### src/rtl/opb_regbank_pkg.sv
// Purpose: shared widths, FSM encoding and OPB bit-order / byte-enable helpers for the register bank.
// Latency: n/a (types and pure functions only).
// Backpressure: n/a.
package opb_regbank_pkg;

  localparam int OPB_DW   = 32;
  localparam int MAX_REGS = 16;

  typedef enum logic {
    IDLE = 1'b0,
    ACK  = 1'b1
  } state_t;

  // OPB numbers bit 0 as the MSB; these map between that and [31:0] order.
  function automatic logic [OPB_DW-1:0] opb_to_le(input logic [0:OPB_DW-1] d);
    logic [OPB_DW-1:0] r;
    r = '0;
    for (int i = 0; i < OPB_DW; i++) r[OPB_DW-1-i] = d[i];
    return r;
  endfunction

  function automatic logic [0:OPB_DW-1] le_to_opb(input logic [OPB_DW-1:0] d);
    logic [0:OPB_DW-1] r;
    r = '0;
    for (int i = 0; i < OPB_DW; i++) r[i] = d[OPB_DW-1-i];
    return r;
  endfunction

  // BE[0] covers register bits [31:24], BE[3] covers [7:0].
  function automatic logic [OPB_DW-1:0] be_mask(input logic [0:3] be);
    logic [OPB_DW-1:0] m;
    m = '0;
    for (int b = 0; b < 4; b++) m[OPB_DW-1-8*b -: 8] = {8{be[b]}};
    return m;
  endfunction

endpackage

### src/rtl/opb_regbank_cell.sv
// Purpose: one PPC-writable 32-bit register with byte merge, self-clearing pulse bits and write strobe.
// Latency: value updates at the commit edge; strobe is high the following cycle.
// Backpressure: none; a write is taken whenever wr_en is high.
// Ports: clk/rst (sync, active high), wr_en + wdat + bmask (write), reg_q (contents), strobe (write pulse).
module opb_regbank_cell
  import opb_regbank_pkg::*;
#(
  parameter logic [OPB_DW-1:0] RESET_VAL  = '0,
  parameter logic [OPB_DW-1:0] PULSE_MASK = '0
) (
  input  logic              clk,
  input  logic              rst,
  input  logic              wr_en,
  input  logic [OPB_DW-1:0] wdat,
  input  logic [OPB_DW-1:0] bmask,
  output logic [OPB_DW-1:0] reg_q,
  output logic              strobe
);

  // pend_q remembers which pulse bits the last write set, so only those clear;
  // pulse bits that come from the reset value are left alone.
  logic [OPB_DW-1:0] pend_q;
  logic [OPB_DW-1:0] base;
  logic [OPB_DW-1:0] merged;

  assign base   = reg_q & ~pend_q;
  // A fresh write of 1 into a pending pulse bit wins over the clear.
  assign merged = (wdat & bmask) | (base & ~bmask);

  always_ff @(posedge clk) begin
    if (rst) begin
      reg_q  <= RESET_VAL;
      pend_q <= '0;
      strobe <= 1'b0;
    end else begin
      strobe <= wr_en;
      if (wr_en) begin
        reg_q  <= merged;
        pend_q <= wdat & bmask & PULSE_MASK;
      end else begin
        reg_q  <= base;
        pend_q <= '0;
      end
    end
  end

endmodule

### src/rtl/opb_register_bank_ppc2simulink.sv
// Purpose: OPB slave exposing C_NUM_REGS 32-bit registers (RW control or RO status) to user logic.
// Latency: ack one cycle after a hit; transfers take 2 cycles, back-to-back every 2 cycles.
// Backpressure: never retries or errors; non-hit addresses are simply not acked.
// Ports: OPB slave (OPB_* in, Sl_* out), user_data_out/user_data_in register slots, user_wr_strobe per register.
module opb_register_bank_ppc2simulink
  import opb_regbank_pkg::*;
#(
  parameter logic [31:0]            C_BASEADDR   = 32'h0100_0200,
  parameter logic [31:0]            C_HIGHADDR   = 32'h0100_02FF,
  parameter int                     C_OPB_AWIDTH = 32,
  parameter int                     C_OPB_DWIDTH = 32,
  parameter                         C_FAMILY     = "virtex6",
  parameter int                     C_NUM_REGS   = 4,
  parameter logic [MAX_REGS-1:0]    C_RO_MASK    = '0,
  parameter logic [OPB_DW-1:0]      C_PULSE_MASK = '0,
  parameter logic [32*MAX_REGS-1:0] C_RESET_VAL  = '0
) (
  input  logic                    OPB_Clk,
  input  logic                    OPB_Rst,
  input  logic [0:C_OPB_AWIDTH-1] OPB_ABus,
  input  logic [0:3]              OPB_BE,
  input  logic [0:C_OPB_DWIDTH-1] OPB_DBus,
  input  logic                    OPB_RNW,
  input  logic                    OPB_select,
  input  logic                    OPB_seqAddr,
  output logic [0:C_OPB_DWIDTH-1] Sl_DBus,
  output logic                    Sl_xferAck,
  output logic                    Sl_errAck,
  output logic                    Sl_retry,
  output logic                    Sl_toutSup,
  output logic [32*C_NUM_REGS-1:0] user_data_out,
  input  logic [32*C_NUM_REGS-1:0] user_data_in,
  output logic [C_NUM_REGS-1:0]   user_wr_strobe
);

  localparam unused_family = C_FAMILY;

  state_t state_q, state_d;

  logic [OPB_DW-1:0] addr, off, wdat, bmask, rd_mux, rdat_q;
  logic [3:0]        idx;
  logic              hit, in_range, take;
  logic [C_NUM_REGS-1:0] wr_en, strobe;
  logic [OPB_DW-1:0] reg_q [C_NUM_REGS];
  logic              unused_ok;

  assign addr     = opb_to_le(OPB_ABus);
  assign wdat     = opb_to_le(OPB_DBus);
  assign bmask    = be_mask(OPB_BE);
  assign hit      = OPB_select && (addr >= C_BASEADDR) && (addr <= C_HIGHADDR);
  assign off      = addr - C_BASEADDR;
  assign idx      = off[5:2];
  assign in_range = (off[31:2] < 30'(C_NUM_REGS));

  // State register
  always_ff @(posedge OPB_Clk) begin
    if (OPB_Rst) state_q <= IDLE;
    else         state_q <= state_d;
  end

  // Next state: ACK always lasts one cycle and never looks at the bus.
  always_comb begin
    state_d = state_q;
    case (state_q)
      IDLE:    if (hit) state_d = ACK;
      ACK:     state_d = IDLE;
      default: state_d = IDLE;
    endcase
  end

  // Outputs: commit enables for the IDLE->ACK edge; ack is the ACK state itself.
  always_comb begin
    take  = (state_q == IDLE) && hit;
    wr_en = '0;
    for (int i = 0; i < C_NUM_REGS; i++) begin
      if (take && !OPB_RNW && in_range && (idx == 4'(i)) && !C_RO_MASK[i]) wr_en[i] = 1'b1;
    end
  end

  always_comb begin
    rd_mux = '0;
    for (int i = 0; i < C_NUM_REGS; i++) begin
      if (in_range && (idx == 4'(i)))
        rd_mux = C_RO_MASK[i] ? user_data_in[32*i +: 32] : reg_q[i];
    end
  end

  // Read data (including RO status) is captured at the commit edge.
  always_ff @(posedge OPB_Clk) begin
    if (OPB_Rst)            rdat_q <= '0;
    else if (take && OPB_RNW) rdat_q <= rd_mux;
    else                    rdat_q <= '0;
  end

  // A reset arriving during the ACK cycle suppresses the ack and strobe at once.
  assign Sl_xferAck     = (state_q == ACK) && !OPB_Rst;
  assign Sl_DBus        = le_to_opb(Sl_xferAck ? rdat_q : '0);
  assign user_wr_strobe = OPB_Rst ? '0 : strobe;
  assign Sl_errAck      = 1'b0;
  assign Sl_retry       = 1'b0;
  assign Sl_toutSup     = 1'b0;

  for (genvar i = 0; i < C_NUM_REGS; i++) begin : g_slot
    if (!C_RO_MASK[i]) begin : g_rw
      opb_regbank_cell #(
        .RESET_VAL  (C_RESET_VAL[32*i +: 32]),
        .PULSE_MASK (C_PULSE_MASK)
      ) u_cell (
        .clk    (OPB_Clk),
        .rst    (OPB_Rst),
        .wr_en  (wr_en[i]),
        .wdat   (wdat),
        .bmask  (bmask),
        .reg_q  (reg_q[i]),
        .strobe (strobe[i])
      );
      assign user_data_out[32*i +: 32] = reg_q[i];
    end else begin : g_ro
      assign reg_q[i]                  = '0;
      assign strobe[i]                 = 1'b0;
      assign user_data_out[32*i +: 32] = '0;
    end
  end

  // Low address bits, seqAddr and the status inputs of RW slots carry no meaning here.
  assign unused_ok = ^{OPB_seqAddr, off[1:0], wr_en, user_data_in};

endmodule

### config.mk
export PLATFORM = sky130hd
export DESIGN_NAME = opb_register_bank_ppc2simulink
export DESIGN_NICKNAME = d
export VERILOG_FILES = /design/src/rtl/opb_regbank_pkg.sv /design/src/rtl/opb_regbank_cell.sv /design/src/rtl/opb_register_bank_ppc2simulink.sv
export SDC_FILE = /design/constraint.sdc
export NUM_CORES = 1
export LEC_CHECK = 0
export BUFFER_PORTS_ARGS = -buffer_cell sky130_fd_sc_hd__buf_2
export CORE_AREA = 2 2 144 146
export DETAILED_ROUTE_END_ITERATION = 8
export DIE_AREA = 0 0 146 148
export GPL_ROUTABILITY_DRIVEN = 1
export GPL_TIMING_DRIVEN = 0
export MAX_ROUTING_LAYER = met4
export PLACE_DENSITY = 0.71
export SYNTH_ARGS = -nofsm -noshare
export SYNTH_HDL_FRONTEND = slang
export SYNTH_SLANG_ARGS = --single-unit
export TNS_END_PERCENT = 100
### constraint.sdc
create_clock -name OPB_Clk -period 3.1 [get_ports OPB_Clk]
set_clock_uncertainty 0.15 [all_clocks]
set_input_delay 0.93 -clock OPB_Clk [delete_from_list [all_inputs] [get_ports OPB_Clk]]
set_output_delay 0.93 -clock OPB_Clk [all_outputs]
set_load 0.01 [all_outputs]
# After elaboration in Yosys (flattened, before gate mapping)
# Index checks and enable logic that the tools add are counted.
dict set report word_totals {
  output_inout_bits 168
  register_bits 165
  in_bits 201
  wordCells 64
}
dict set report op_classes {
  n_eq_ne 3
  n_lt_le_gt_ge 3
  n_mux 16
  reduce_logical 19
  add_sub_neg 1
  n_bitwise 12
}
# operator n
set op_table {}
lappend op_table {{$mux W32} 9}
lappend op_table {{$and A32 B32 Y32} 5}
lappend op_table {{$or A32 B32 Y32} 4}
lappend op_table {{$ge A32 B25 Y1 const B} 1}
lappend op_table {{$le A32 B25 Y1 const B} 1}
lappend op_table {{$not A32 Y32} 1}
lappend op_table {{$sub A32 B25 Y32 const B} 1}
lappend op_table {{$lt A30 B3 Y1 const B} 1}
lappend op_table {{$logic_and A1 B1 Y1} 15}
lappend op_table {{$eq A4 B2 Y1 const B} 2}
lappend op_table {{$mux W1} 5}
lappend op_table {{$eq A4 B1 Y1 const B} 1}
lappend op_table {{$logic_not A4 Y1} 1}
lappend op_table {{$mux W4} 1}
lappend op_table {{$logic_not A1 Y1} 2}
lappend op_table {{$not A1 Y1} 2}
lappend op_table {{$pmux W1 S2} 1}
lappend op_table {{$reduce_or A2 Y1} 1}

# Depth between registers and ports, before layout
# Gate-level depths: netlist (run 1).
dict set report depth {
  ltp_word 9
  ltp_mapped 9
  mapped_depth_nobuf 8
}

# Modules after synthesis
# From an unflattened synthesis (run 1), not the netlist that was laid out.
dict set report unflattened {
  hier_cells 826
  area_unflattened_um2 8565.7
}
# mod seq_area_each_um2 instances cells_per_inst area_per_inst_um2
set by_module_without_submodules {}
lappend by_module_without_submodules {opb_regbank_cell 660.6 4 141 1462.7}
lappend by_module_without_submodules {opb_register_bank_ppc2simulink 660.6 1 262 2715.1}

# Worst setup path after synthesis (run 1)
# OpenSTA, ideal clock, no wires.
dict set report synth_path {
  kind {input to register}
  startpoint {input port OPB_ABus[22] (netlist bit)}
  endpoint {register with a tool-made name}
  setup_time_ns 0.123
  arrival_ns 2.879
  stages 9
  required_time_ns 2.827
  n_path_buf 1
  path_slack_ns -0.052
  path_cell_list {inv_1 -> ha_1 -> xor2_1 -> nor4bb_1 -> o2111ai_1 -> nor4b_4 -> buf_6 -> nand4_4 -> mux2i_1}
}
# item line_no
set synth_rtl {}
lappend synth_rtl {{from (decl)} opb_register_bank_ppc2simulink.sv:20} ;# input logic [0:C_OPB_AWIDTH-1] OPB_ABus,

# Worst setup path in the final report (run 1)
dict set report layout_path {
  startpoint {input port OPB_Rst}
  endpoint {output port Sl_DBus[10] (netlist bit)}
}
dict set report layout_between {
  elab_chain_len 3
}
# item line_no
set layout_lines {}
lappend layout_lines {{from (decl)} opb_register_bank_ppc2simulink.sv:19} ;# input logic OPB_Rst,
lappend layout_lines {{$logic_not A1 Y1} opb_register_bank_ppc2simulink.sv:96} ;# assign Sl_xferAck = (state_q == ACK) && !OPB_Rst;
lappend layout_lines {{$logic_and A1 B1 Y1} opb_register_bank_ppc2simulink.sv:96}
lappend layout_lines {{$mux W32} opb_register_bank_ppc2simulink.sv:97} ;# assign Sl_DBus = le_to_opb(Sl_xferAck ? rdat_q : '0);
lappend layout_lines {{to (decl)} opb_register_bank_ppc2simulink.sv:26} ;# output logic [0:C_OPB_DWIDTH-1] Sl_DBus,
# No other way between the ends.

==> impl_metrics.json, run 1 <==
{
  "status": "completed",
  "p_sw_mw": 1.13,
  "dr.pass1.iters": 6,
  "synth_area_leaders": "dfxtp_1, mux2i_1, nand2b_1",
  "clock_latency_ps": 430,
  "ios": 369,
  "swShare": 0.242,
  "cts.htree.levels": 4,
  "cts_made_buffers": 17,
  "synthToLayoutAreaGrowth_pct": 30.0,
  "worst_pin_slew_ps": 890,
  "ys_types": 46,
  "ys_ff_latch": 165,
  "synthArstFlopShare": 0,
  "power_frac_seq": 0.454,
  "synth-seq-area-share": 0.425,
  "setup_viol": 0,
  "drc": 0,
  "worstRegToRegCells": 7,
  "initial_core_util": 0.388,
  "drive_gt1_frac": 0.302,
  "yosys_warnings": 0,
  "drv_cap": 0,
  "synth_top_area_frac": 0.425,
  "p_leak_nw": 5.08,
  "syn_avg_cell_area_um2": 10.1,
  "cts-root-buf": "clkbuf_16",
  "rsz0062_at_grt": "false",
  "p_int_mw": 3.53,
  "rrSetupSlack_ps": 420,
  "grt_first_pass_wirelength_um": 39300,
  "port_buffers": 232,
  "hold_path_depth": 2,
  "regArea_mm2": 0.00330,
  "slew_headroom": 0.402,
  "vias_per_cell": 5.25,
  "postRouteAntennaNets": 0,
  "fin_area_mm2": 0.0101,
  "crit_type": "input pin to output port",
  "gp_congestion": 0.952,
  "grt_pass1_vias": 6824,
  "num_rows": 52,
  "fp.dieW_um": 146,
  "overflow": 0,
  "grt_usage": 0.242,
  "cts.clk_slew.worst_paths_ps": 70,
  "grt_max_degree": 20,
  "path_max_fanout": 10,
  "fill_cells": 1912,
  "dieArea_mm2": 0.0216,
  "cp.required_ps": 2020,
  "num_vias": 6905,
  "synth_flop_cell": "dfxtp_1",
  "antenna_found_initial": 1,
  "hold_buffers": 0,
  "p_total_mw": 4.66,
  "routed_wl_um": 25500,
  "cts_tree": "yes",
  "clock_path_buffers": 2,
  "synth_area_leader_cell": "dfxtp_1",
  "multiInputGateArea_mm2": 0.00426,
  "synth_commonest_cells": "dfxtp_1, nand2b_1, mux2i_1, clkbuf_1, nor2_1",
  "hold_class": "flop to flop",
  "clock-sinks": 165,
  "drtIter0Drc": 504,
  "min_period_ps": 3050,
  "wl_per_cell_um": 19.4,
  "end_kind": "output port",
  "synth.most_common_cell": "dfxtp_1",
  "synth_enable_flop_cells": 0,
  "hold_viol": 0,
  "max_freq_mhz": 328,
  "core_mm2": 0.0200,
  "dp_hpwl_um": 18700,
  "fin_nets": 1232,
  "fin_crit_sh": 0.983,
  "r2r_start": "state_q",
  "syn-cell-area_mm2": 0.00777,
  "start_kind": "input pin",
  "ir_worst_vdd_mv": 0.406,
  "post_dp_cell_area_mm2": 0.00931,
  "die_h_um": 148,
  "drv_slew": 0,
  "power.density_mw_per_mm2": 462,
  "synthCells": 772,
  "crit_arrival_ps": 1970,
  "crit_start": "OPB_Rst",
  "pwr-share-comb": 0.066,
  "p_clk_frac": 0.480
}
==> worst max-delay path by stage <==
stage / slack, ps / depth (start not counted) / endpoint
floorplan: -7 / 8 / flop
global placement: -700 / 9 / flop
detailed placement: -740 / 9 / flop
CTS: 0.4 / 9 / flop
global route: 3 / 10 / flop
finish: 50 / 5 / Sl_DBus[10]
==> stage by stage <==
| step | instances | util | hold slack (ps) | setup TNS, ps | worst slack [ps] |
|---|---|---|---|---|---|
| final | 1314 | 0.504 | 343 | 0 | 52.1 |
| after global routing | 1314 | 0.504 | 360 | 0 | 2.95 |
| after CTS | 1310 | 0.499 | 343 | 0 | 0.431 |
| after detailed placement | 1276 | 0.465 | 323 | -112690 | -743 |
| after global placement | 1276 | 0.465 | 320 | -108620 | -698 |
| after floorplan | 774 | - | 354 | -89.6 | -6.61 |
==> final cells by class <==
type | instances | share of cell area
multi-input combinational | 548 | 0.422
sequential | 165 | 0.327
timing repair buffer | 238 | 0.123
clock buffer | 17 | 0.0421
tap | 270 | 0.0334
buffer | 56 | 0.0300
clock inverter | 15 | 0.0196
inverter | 4 | 0.00322
antenna | 1 | 0.000248
==> logic make-up after synthesis <==
family | count (synthesis) | synth area share
adder cells (fa/ha/maj) | 2 | 0.00290
flip-flops | 165 | 0.425
buffers and inverters | 61 | 0.0364
multiplexers | 130 | 0.168
XOR/XNOR | 1 | 0.00113
AO/OA/AOI/OAI | 77 | 0.0858
other | 1 | 0.000483
AND/OR/NAND/NOR | 335 | 0.280
==> critical path: stages <==
cell	delay, ps
buf_2	140
nor2b_4	280
clkbuf_4	280
and2_1	190
buf_2	150
==> per-layer routing <==
layer | global-route usage | up-vias | wire length (µm)
met5 | - | - | 0
met4 | 0.0568 | 0 | 240
met3 | 0.0620 | 23 | 2240
met2 | 0.378 | 317 | 11700
met1 | 0.315 | 3304 | 11400
li1 | - | 3261 | -
==> repair_timing <==
item | CTS | global route
setup endpoints to repair | 195 | 158
pin swaps | 2 | 9
gates resized for setup | 11 | 26
gates cloned | 0 | 1
buffers inserted | 3 | 2
==> cells in the final DEF, fill, tap and decap left out, types with 2 or more instances in the layout <==
master     netlist  layout
buf_2            0     231
dfxtp_1        165     165
nand2b_1       161     161
mux2i_1        128     128
nor2_1          43      42
clkbuf_1        46      37
nor3_1          37      37
and2_1          33      33
o21a_1          32      32
a222oi_1        32      32
clkbuf_16        0      18
nand4_4         11      12
nor2b_1         12      11
buf_4            6       8
clkbuf_2         0       7
and3_1           6       6
buf_6            2       5
clkinv_4         0       5
and4b_1          4       4
and4_1           5       4
inv_6            0       3
nand3_1          4       3
o41ai_1          3       3
nand2_1          3       3
buf_12           1       3
conb_1           1       3
bufinv_16        0       3
inv_8            0       3
inv_1            4       2
nor3b_1          2       2
mux2_2           2       2
nor4_2           1       2
o2111ai_1        2       2
or4b_1           2       2
==> power by group through the flow <==
stage          registers [mW]  clock network [mW]  logic [mW]
2_1_floorplan            2.17                   0       0.170
3_3_place_gp             2.17                   0       0.298
3_5_place_dp             2.17                   0       0.299
4_1_cts                  2.12                2.26       0.303
5_1_grt                  2.12                2.36       0.334
6_report                 2.12                2.24       0.306
Note: power is estimated with default switching activity, not from simulation.
==> run 2, diff against run 1 <==
==> constraint.sdc (replaced) <==
create_clock -name OPB_Clk -period 2.5 [get_ports OPB_Clk]
set_clock_uncertainty 0.15 [all_clocks]
set_input_delay 0.75 -clock OPB_Clk [delete_from_list [all_inputs] [get_ports OPB_Clk]]
set_output_delay 0.75 -clock OPB_Clk [all_outputs]
set_load 0.01 [all_outputs]
==> impl_metrics.json, run 2 (synthesized netlist as in run 1, its figures left out) <==
{
  "grt_max_degree": 17,
  "drtIter0Drc": 496,
  "fin_ws_ps": -254,
  "p_total_mw": 5.74,
  "worstRegToRegCells": 8,
  "core_mm2": 0.0200,
  "fp.dieW_um": 146,
  "antenna_found_initial": 1,
  "num_rows": 52,
  "cts.htree.levels": 4,
  "worst_pin_slew_ps": 812,
  "hold_buffers": 0,
  "fin_crit_sh": 1.10,
  "final-instance-count-excl-fill": 1336,
  "power.density_mw_per_mm2": 535,
  "hold_viol": 0,
  "rrSetupSlack_ps": -110,
  "ios": 369,
  "clock-sinks": 165,
  "status": "complete, but fails checks",
  "drive_gt1_frac": 0.354,
  "num_vias": 7036,
  "hold_path_depth": 2,
  "grt_first_pass_wirelength_um": 41800,
  "end_kind": "flop",
  "grt_pass1_vias": 7034,
  "min_period_ps": 2750,
  "postRouteAntennaNets": 0,
  "path_max_fanout": 8,
  "max_freq_mhz": 363,
  "drv_slew": 0,
  "dp_cells": 1276,
  "dieArea_mm2": 0.0216,
  "ir_worst_vdd_mv": 0.468,
  "fin_nets": 1254,
  "place_ws_ps": -1160,
  "p_leak_nw": 5.30,
  "drv_cap": 0,
  "p_sw_mw": 1.43,
  "cp.required_ps": 2720,
  "cts.clk_slew.worst_paths_ps": 70,
  "cts_tree": "yes",
  "setup_viol": 158,
  "die_h_um": 148,
  "layout_commonest_cell": "buf_2",
  "clock_latency_ps": 430,
  "p_int_mw": 4.31,
  "r2r_start": "state_q",
  "start_kind": "input pin",
  "synthToLayoutAreaGrowth_pct": 38.1,
  "p_clk_frac": 0.469,
  "dr.pass1.iters": 7,
  "multiInputGateArea_mm2": 0.00448,
  "cts-root-buf": "clkbuf_16",
  "cts_made_buffers": 17,
  "grt_usage": 0.259,
  "rsz0062_at_grt": "true",
  "wl_per_cell_um": 20.7,
  "initial_core_util": 0.388,
  "vias_per_cell": 5.27,
  "fill_cells": 1876,
  "pwr-share-comb": 0.073,
  "layout_common_cells": "buf_2, dfxtp_1, nand2b_1",
  "crit_arrival_ps": 2970,
  "port_buffers": 232,
  "clock_path_buffers": 2,
  "swShare": 0.249,
  "routed_wl_um": 27600,
  "overflow": 0,
  "slew_headroom": 0.459,
  "power_frac_seq": 0.458,
  "tns_ps": -29770,
  "violations": "setup timing",
  "drc": 0,
  "hold_class": "flop to flop",
  "gp_congestion": 0.849,
  "regArea_mm2": 0.00330,
  "dp_hpwl_um": 19100,
  "crit_type": "input pin to flop"
}
-- run 2: cell count changes in the layout (fill, tap and decap cells not counted), moves of 7 or more --
cell,before,now
buf_4,8,19
nor3_1,37,7
nor3_2,0,27
buf_2,231,223
and2_1,33,26
buf_6,5,13
and2_4,0,7
-- run 2: metal layers --
layer	part of all wire	track usage	routed length (µm)
met5	0	-	0
met3	0.085	0.0667	2340
met1	0.45	0.341	12500
met2	0.45	0.399	12400
met4	0.013	0.0665	355
-- run 2: how the worst max path moves through the flow --
stage / start / end / slack [ps] / cells after the start
5_1_grt: OPB_ABus[21] / flop / -400 / 13
6_report: OPB_ABus[9] / flop / -250 / 9
2_1_floorplan: OPB_ABus[21] / flop / -430 / 8
4_1_cts: OPB_ABus[9] / flop / -290 / 9
3_5_place_dp: OPB_ABus[21] / flop / -1160 / 9
3_3_place_gp: OPB_ABus[21] / flop / -1080 / 9
-- run 2: cell type report --
| type | instances | area share |
|---|---|---|
| multi-input cells | 548 | 0.418 |
| flip-flops and latches | 165 | 0.308 |
| repair buffers | 260 | 0.148 |
| clock buffers | 20 | 0.0416 |
| plain buffers | 56 | 0.0372 |
| well taps | 270 | 0.0315 |
| clock inverters | 12 | 0.0133 |
| inverters | 4 | 0.00303 |
| diodes | 1 | 0.000233 |
-- run 2: worst max-delay path, stage by stage --
cell,delay (ps)
buf_8,100
or4b_1,510
a221o_1,310
nor4b_2,250
and4_1,220
buf_6,160
buf_12,120
and4_4,340
mux2i_1,210
-- run 2: repair_timing --
action | 4_1_cts | 5_1_grt
resized for setup | 66 | 8
pin swaps | 23 | 18
buffers inserted | 20 | 5
gates cloned | 3 | 1
setup endpoints to repair | 198 | 176
-- run 2: metrics by stage --
step	cell area [µm²]	utilization	hold WS [ps]
2_1_floorplan	8010	-	354
3_3_place_gp	9500	0.474	320
3_5_place_dp	9500	0.474	329
4_1_cts	10700	0.532	342
5_1_grt	10700	0.536	359
6_report	10700	0.536	343
-- run 2: power by group through the flow --
stage	logic, mW	registers [mW]	clock network, mW
6_report	0.418	2.63	2.69
5_1_grt	0.449	2.63	2.82
4_1_cts	0.413	2.63	2.71
3_5_place_dp	0.386	2.69	0
3_3_place_gp	0.384	2.69	0
2_1_floorplan	0.215	2.69	0
==> run 3, diff against run 2 <==
--- a/config.mk
+++ b/config.mk
@@ -5,14 +5,14 @@
 export SDC_FILE = /design/constraint.sdc
 export NUM_CORES = 1
 export LEC_CHECK = 0
+export ABC_AREA = 1
 export BUFFER_PORTS_ARGS = -buffer_cell sky130_fd_sc_hd__buf_2
-export CORE_AREA = 2 2 144 146
+export CORE_UTILIZATION = 44
 export DETAILED_ROUTE_END_ITERATION = 8
-export DIE_AREA = 0 0 146 148
 export GPL_ROUTABILITY_DRIVEN = 1
 export GPL_TIMING_DRIVEN = 0
 export MAX_ROUTING_LAYER = met4
-export PLACE_DENSITY = 0.71
+export PLACE_DENSITY = 0.77
 export SYNTH_ARGS = -nofsm -noshare
 export SYNTH_HDL_FRONTEND = slang
 export SYNTH_SLANG_ARGS = --single-unit
==> impl_metrics.json, run 3 <==
{
  "status": "complete, but fails checks",
  "grt_first_pass_wirelength_um": 47200,
  "hold_viol": 0,
  "synthArstFlopShare": 0,
  "synth-simple-area-share": 0.448,
  "synth_enable_flop_cells": 0,
  "synth_flop_cell": "dfxtp_1",
  "synth_top_family_by_area": "simple AND/OR/NAND/NOR gates",
  "clock-sinks": 165,
  "hold_buffers": 0,
  "fin_ws_ps": -251,
  "num_rows": 51,
  "syn-cell-area_mm2": 0.00878,
  "drc": 0,
  "synth_area_leaders": "dfxtp_1, nor2_1, nand2_1",
  "die_h_um": 143,
  "syn_avg_cell_area_um2": 6.22,
  "cts_tree": "yes",
  "synth_area_leader_cell": "dfxtp_1",
  "ios": 369,
  "crit_arrival_ps": 2960,
  "wl_per_cell_um": 16.7,
  "p_total_mw": 5.69,
  "path_max_fanout": 6,
  "dr.pass1.iters": 8,
  "ys_types": 32,
  "min_period_ps": 2750,
  "synth_commonest_cells": "nor2_1, nand2_1, inv_1, dfxtp_1, o21ai_0",
  "synth.most_common_cell": "nor2_1",
  "overflow": 0,
  "end_kind": "flop",
  "synthCells": 1412,
  "fp.dieW_um": 143,
  "yosys_warnings": 0,
  "synth_compound_area_frac": 0.0405,
  "cts.htree.levels": 4,
  "dp_cells": 1913,
  "ys_ff_latch": 165,
  "core_mm2": 0.0195,
  "ir_worst_vdd_mv": 0.495,
  "routed_wl_um": 33900,
  "dp_hpwl_um": 20800,
  "drtIter0Drc": 920,
  "cts.clk_slew.worst_paths_ps": 70,
  "port_buffers": 234,
  "drive_gt1_frac": 0.413,
  "fin_nets": 1951,
  "drv_cap": 0,
  "start_kind": "input pin",
  "worst_pin_slew_ps": 1040,
  "grt_pass1_vias": 9021,
  "p_leak_nw": 6.98,
  "synth_top_area_frac": 0.376,
  "met2_length_um": 15700,
  "drt-met1-wl_um": 13800,
  "layout_common_cells": "nor2_1, nand2_1, buf_2",
  "drv_slew": 0,
  "synthMuxAreaShare": 0,
  "cts_made_buffers": 17,
  "hold_class": "flop to flop",
  "tns_ps": -25400,
  "cts-root-buf": "clkbuf_16",
  "max_freq_mhz": 364,
  "num_vias": 10400,
  "clock_latency_ps": 430,
  "final-instance-count-excl-fill": 2030,
  "clock_path_buffers": 2,
  "grt_usage": 0.313,
  "gp_congestion": 0.916,
  "synthToLayoutAreaGrowth_pct": 54.7,
  "violations": "setup timing",
  "setup_viol": 161,
  "postRouteAntennaNets": 0,
  "power.density_mw_per_mm2": 419,
  "cp.required_ps": 2710,
  "grt_max_degree": 17,
  "synth_xor_xnor_area_share": 0.00199,
  "vias_per_cell": 5.11,
  "post_dp_cell_area_mm2": 0.0104,
  "top_layer": "met4",
  "finish.utilization": 0.696,
  "fin_area_mm2": 0.0136,
  "synth_fa_ha_area_frac": 0.00142,
  "synth-seq-area-share": 0.376,
  "wl_met3_um": 3310,
  "fin_crit_sh": 1.10,
  "crit_type": "input pin to flop",
  "rsz0062_at_grt": "true",
  "initial_core_util": 0.450,
  "dieArea_mm2": 0.0205,
  "layout_commonest_cell": "nor2_1",
  "antenna_found_initial": 3,
  "slew_headroom": 0.305
}
[run 3: power breakdown]
group	switching [mW]	internal, mW
clock	1.11	1.57
sequential	0.000000608	2.63
combinational	0.254	0.118
[run 3: cell type report]
| cell class | instances | area, µm² |
|---|---|---|
| Antenna cell | 3 | 7.51 |
| Buffer | 65 | 718 |
| Clock buffer | 20 | 437 |
| Clock inverter | 12 | 153 |
| Fill cell | 1538 | 5950 |
| Inverter | 195 | 768 |
| Multi-Input combinational cell | 990 | 5550 |
| Sequential cell | 165 | 3300 |
| Tap cell | 265 | 332 |
| Timing Repair Buffer | 315 | 2310 |
[run 3: logic make-up (layout without fill, tap and decap cells)]
logic type,Yosys count,in the layout
xor gates and xnor gates,2,2
AOI/OAI and AO/OA,71,71
and+or+nand+nor,912,913
DFF,165,165
buffers and inverters,260,607
other,1,6
adders and majority gates,1,1
[run 3: stage by stage]
stage	hold slack, ps	setup WS [ps]
3_3_place_gp	360	-1000
2_1_floorplan	392	-234
6_report	374	-251
3_5_place_dp	361	-1070
4_1_cts	374	-120
5_1_grt	406	-355
[run 3: what timing repair did]
item / in CTS / in global routing
gates resized for setup: 233 / 328
pin swaps: 28 / 88
cloned: 20 / 12
buffers inserted: 37 / 14
endpoints found under the setup margin: 197 / 196
[run 3: critical path, stage by stage]
cell and delay [ps]:
buf_12 120, inv_16 50, ha_4 160, inv_2 50
nand2_2 50, nand4_1 90, nor2_1 120, nand2_1 80
nor2_2 120, nand3_1 100, nand3b_4 190, nor2_8 250
buf_16 180, nand4_4 150, buf_12 210, nand2_4 50
nand2_1 60, nor2_1 160
[run 3: path summary, 6_finish.rpt]
| path | end | slack [ps] | from | cells past startpoint |
|---|---|---|---|---|
| max | flop | -250 | OPB_ABus[22] | 18 |
| min | rdat_q[20] | 370 | flop | 2 |
| max reg2reg | flop | 20 | state_q | 10 |
| min reg2reg | rdat_q[20] | 370 | flop | 2 |
[run 3: routing by layer]
metal	vias to the layer above	global-route usage
met5	-	-
li1	4889	-
met1	4769	0.396
met2	625	0.494
met4	0	0.116
met3	93	0.0617
